[src/rtl/switch_send_queue.sv]
// Send-side FIFO between a core's switch send port and one Switch input slot.
// The core enqueues in one cycle and the queue replays entries to the Switch in strict order.
module switch_send_queue #(
   parameter int WIDTH          = 16,
   parameter int CORE_SIZE      = 8,
   parameter int DEPTH          = 4,
   localparam int CORE_ADDR_SIZE = $clog2(CORE_SIZE),
   localparam int CNT_SIZE       = $clog2(DEPTH + 1)
) (
   input  logic                            clock,
   input  logic                            reset,
   input  logic                            core_send_ready,
   input  logic [CORE_ADDR_SIZE-1:0]       core_send_core_idx,
   input  logic [WIDTH-1:0][31:0]          core_send_data,
   output logic                            core_send_ok,
   output logic                            switch_send_ready,
   output logic [CORE_ADDR_SIZE-1:0]       switch_send_core_idx,
   output logic [WIDTH-1:0][31:0]          switch_send_data,
   input  logic                            switch_send_ok,
   output logic [CNT_SIZE-1:0]             count,
   output logic                            full,
   output logic                            empty,
   output logic [15:0]                     tx_count
);

   localparam int PTR_W = $clog2(DEPTH);

   logic [PTR_W-1:0]          head_q, head_d;
   logic [PTR_W-1:0]          tail_q, tail_d;
   logic [CNT_SIZE-1:0]       count_q, count_d;
   logic [15:0]               tx_count_q, tx_count_d;
   logic [CORE_ADDR_SIZE-1:0] idx_mem_q  [DEPTH];
   logic [WIDTH-1:0][31:0]    data_mem_q [DEPTH];
   logic                      push, pop;

   assign full  = (count_q == CNT_SIZE'(DEPTH));
   assign empty = (count_q == '0);
   assign count = count_q;
   assign tx_count = tx_count_q;

   // No full-bypass: a pop in the same cycle does not make room for the push.
   assign push = core_send_ready && !full && !reset;
   assign pop  = switch_send_ok && !empty;

   assign core_send_ok         = push;
   assign switch_send_ready    = !empty;
   assign switch_send_core_idx = empty ? '0 : idx_mem_q[head_q];
   assign switch_send_data     = empty ? '0 : data_mem_q[head_q];

   always_comb begin
      head_d     = head_q;
      tail_d     = tail_q;
      count_d    = count_q;
      tx_count_d = tx_count_q;
      if (pop) begin
         head_d = (head_q == PTR_W'(DEPTH - 1)) ? '0 : head_q + 1'b1;
         if (tx_count_q != 16'hFFFF) begin
            tx_count_d = tx_count_q + 16'd1;
         end
      end
      if (push) begin
         tail_d = (tail_q == PTR_W'(DEPTH - 1)) ? '0 : tail_q + 1'b1;
      end
      if (push && !pop) begin
         count_d = count_q + 1'b1;
      end else if (pop && !push) begin
         count_d = count_q - 1'b1;
      end
   end

   always_ff @(posedge clock) begin
      if (reset) begin
         head_q     <= '0;
         tail_q     <= '0;
         count_q    <= '0;
         tx_count_q <= '0;
      end else begin
         head_q     <= head_d;
         tail_q     <= tail_d;
         count_q    <= count_d;
         tx_count_q <= tx_count_d;
      end
   end

   // Storage needs no reset: outputs are forced to zero whenever the queue is empty.
   always_ff @(posedge clock) begin
      if (push) begin
         idx_mem_q[tail_q]  <= core_send_core_idx;
         data_mem_q[tail_q] <= core_send_data;
      end
   end

endmodule
[config.mk]
export PLATFORM = sky130hd
export DESIGN_NAME = switch_send_queue
export DESIGN_NICKNAME = d
export VERILOG_FILES = /design/src/rtl/switch_send_queue.sv
export SDC_FILE = /design/constraint.sdc
export NUM_CORES = 2
export LEC_CHECK = 0
export ABC_CLOCK_PERIOD_IN_PS = 39700
export BUFFER_PORTS_ARGS = -buffer_cell sky130_fd_sc_hd__buf_2
export CELL_PAD_IN_SITES_DETAIL_PLACEMENT = 0
export CELL_PAD_IN_SITES_GLOBAL_PLACEMENT = 2
export CORE_ASPECT_RATIO = 0.8
export CORE_UTILIZATION = 45
export CTS_CLUSTER_SIZE = 24
export DETAILED_ROUTE_END_ITERATION = 16
export PLACE_DENSITY = 0.88
export SLEW_MARGIN = 20
export SYNTH_ARGS = -nofsm -noshare
export SYNTH_HDL_FRONTEND = slang
export SYNTH_SLANG_ARGS = --single-unit
[constraint.sdc]
create_clock -name clock -period 39.7 [get_ports clock]
set_input_delay 7.94 -clock clock [delete_from_list [all_inputs] [get_ports clock]]
set_output_delay 7.94 -clock clock [all_outputs]
set_load 0.02 [all_outputs]
==> impl_metrics.yaml <==
setup_path:
  crit_required_ns: 31.76
  crit_end: "core_send_ok"
  reg2reg_to: "data_mem_q[2][284]$_DFFE_PP_"
  r2r_start: "count[0]$_SDFFE_PP0P_"
  r2r_cells: 9
  arrival_ns: 8.79
  worstSetupEndpointType: "primary output"
  path_max_fanout: 24
  crit_type: "in2out"
  startpoint: "reset"
  cp-start-kind: "input pin"
  reg2reg_slack_ns: 33.49
yosys:
  synth_area_per_cell_um2: 23.08
  synth-edff-count: 2060
  synthFlopType: "edfxtp_1"
  synth-xor-area-share: 0.0003340
  yosys.area.top_type_share: 0.7864
  synth_area_leaders: "edfxtp_1, mux4_2, and2_1, dfxtp_1, clkbuf_1"
  synth_top_family_by_area: "multiplexers"
  synthCells: 3408
  synth-simple-area-share: 0.04516
  synth_mux_area_frac: 0.1478
  synth.largest_area_cell: "edfxtp_1"
  synth-compound-area-share: 0.003022
  synth_area_mm2: 0.07866
  synth-seq-cells: 2085
  async_flop_share: 0
  yosys_warnings: 0
  synth_fa_ha_area_frac: 0.001368
  ys_seq_area_frac: 0.7928
  yosysUniqueCellTypes: 36
  netlist_top_cells_count: "edfxtp_1, and2_1, mux4_2"
  yosysMostFrequentCell: "edfxtp_1"
  synthesis.nets: 3935
clock_tree:
  cts.sinks: 2085
  cts_tree: "done"
  numCtsBuffers: 193
  cts_repair_resize_count: 0
  cts_hold_buf: 0
  cts_max_path_buffers: 3
  clkTransAtPathRegs_ns: 0.06
  cts_setup_buffers: 0
  h-tree-depth: 4
  cts_root_buf: "clkbuf_16"
  clock_latency_ns: 0.81
sta:
  finalHoldViolCount: 0
  setup_viol: 0
  period_share: 0.4214
  setup_tns_ns: 0
  max_freq_ghz: 0.05977
  slew_headroom: 0.2536
  period_minus_slack_ns: 16.73
  rsz0062_at_grt: "false"
  clock_skew_ns: 0.04634
  tightest_slew_ns: 1.120
  slew_viol_final: 0
routing:
  vias: 38109
  wl_per_cell_um: 25.51
  first_pass_iters: 5
  ant_nets: 0
  via_per_inst: 5.426
  drt-initial-drc-count: 2883
  drc: 0
  wl_um: 179200
finish:
  stdcell_count: 7024
  area_growth_pct: 18.26
  fillCellCount: 13181
  drive_gt1_frac: 0.4062
  seq_area_mm2: 0.06237
  nNetsFinal: 5070
  multiInputGateArea_mm2: 0.01557
die:
  boundaryPins: 1057
  fp.dieArea_mm2: 0.1765
  die_h_um: 375.9
  rows: 136
  die_w_um: 469.4
  start_util: 0.4554
  core_area_mm2: 0.1727
placement:
  dp_hpwl_um: 113500
  dp_cells: 6625
  gp_congestion: 0.7982
  port_buffers: 1056
global_route:
  grt_util_all_layers: 0.1990
  grtUsageMet1: 0.2421
  antenna_found_initial: 89
  grt_pass1_vias: 38551
  grt_use_met3: 0.06626
  top_usage_layer: "met2"
  grt_pass1_wl_um: 258400
  grt.overflow.total: 0
  grt_start_max_net_pins: 140
  grt.met2_usage: 0.3272
job:
  cap_viol_max_count: 0
outcome:
  run_status: "finished, final reports clean"
hold_path:
  hold_class: "reg2reg"
pwr:
  powerDensity_mw_per_mm2: 64.72
  vdd_drop_max_mv: 0.05092
  p_leak_nw: 31.28
[layout make-up]
| type | count | share of cell area |
|---|---|---|
| sequential | 2085 | 0.6705 |
| multi-input combinational | 1139 | 0.1674 |
| timing repair buffer | 1115 | 0.06211 |
| clock buffer | 237 | 0.05392 |
| tap | 2277 | 0.03063 |
| clock inverter | 122 | 0.01406 |
| antenna | 40 | 0.001076 |
| inverter | 9 | 0.0003901 |
[registers in the layout, indices dropped and copies added (netlist names), named ones only]
signal and cells:
head_q 2, count 3, tx_count 16, idx_mem_q 12
tail_q 2, data_mem_q 2048
[per-stage QoR]
| step | worst slack, ns | area [um2] | power (mW) | util | hold WS (ns) |
|---|---|---|---|---|---|
| after floorplan | 18.63 | 78660 | 3.736 | - | 0.4541 |
| after global placement | 22.95 | 86600 | 4.251 | 0.5014 | 0.4590 |
| after detailed placement | 22.97 | 86600 | 4.260 | 0.5014 | 0.4672 |
| after CTS | 22.97 | 92920 | 6.090 | 0.5380 | 0.4783 |
| after global routing | 22.86 | 92990 | 6.243 | 0.5384 | 0.4954 |
| final | 22.97 | 93020 | 6.020 | 0.5386 | 0.4702 |
[power breakdown]
group	total (mW)	switching (mW)	internal (mW)
clock	1.83	0.803	1.03
combinational	1.59	0.974	0.620
sequential	2.59	0.0384	2.55
total	6.02	1.82	4.20
[worst min-delay path by stage]
| stage | start | end | slack [ns] | cells past startpoint |
|---|---|---|---|---|
| finish | head_q[1]$_SDFFE_PP0P_ | register | 0.47 | 2 |
| global route | head_q[1]$_SDFFE_PP0P_ | register | 0.50 | 2 |
| CTS | head_q[1]$_SDFFE_PP0P_ | register | 0.48 | 2 |
| detailed placement | head_q[1]$_SDFFE_PP0P_ | register | 0.47 | 2 |
| global placement | head_q[1]$_SDFFE_PP0P_ | register | 0.46 | 2 |
| floorplan | head_q[1]$_SDFFE_PP0P_ | register | 0.45 | 2 |
[cells in the final DEF, fill, tap and decap left out, types with 16 or more instances in the layout]
cell type	instances
clkbuf_16	194
bufinv_16	19
diode_2	40
clkinv_1	47
buf_2	1056
a21oi_1	16
dfxtp_1	23
buf_4	55
edfxtp_1	2060
clkinv_2	32
clkbuf_1	43
and2_1	515
mux4_2	515
[critical path: stages]
cell	delay (ns)
buf_2	0.24
nor2_1	0.36
buf_2	0.25
[per-layer routing]
layer / routed length (um) / share of wire
met1: 67860 / 0.38
met2: 89870 / 0.50
met3: 14030 / 0.078
met4: 6990 / 0.039
met5: 413 / 0.0023
[kinds of logic (layout without fill, tap and decap cells)]
family | after synthesis | count (layout)
buffers and inverters | 184 | 1483
muxes | 518 | 518
DFF | 2085 | 2085
AOI/OAI and AO/OA | 36 | 36
and+or+nand+nor | 574 | 574
xor gates and xnor gates | 3 | 3
other | 0 | 40
adders and majority gates | 8 | 8
(Power assumes the default switching activity.)
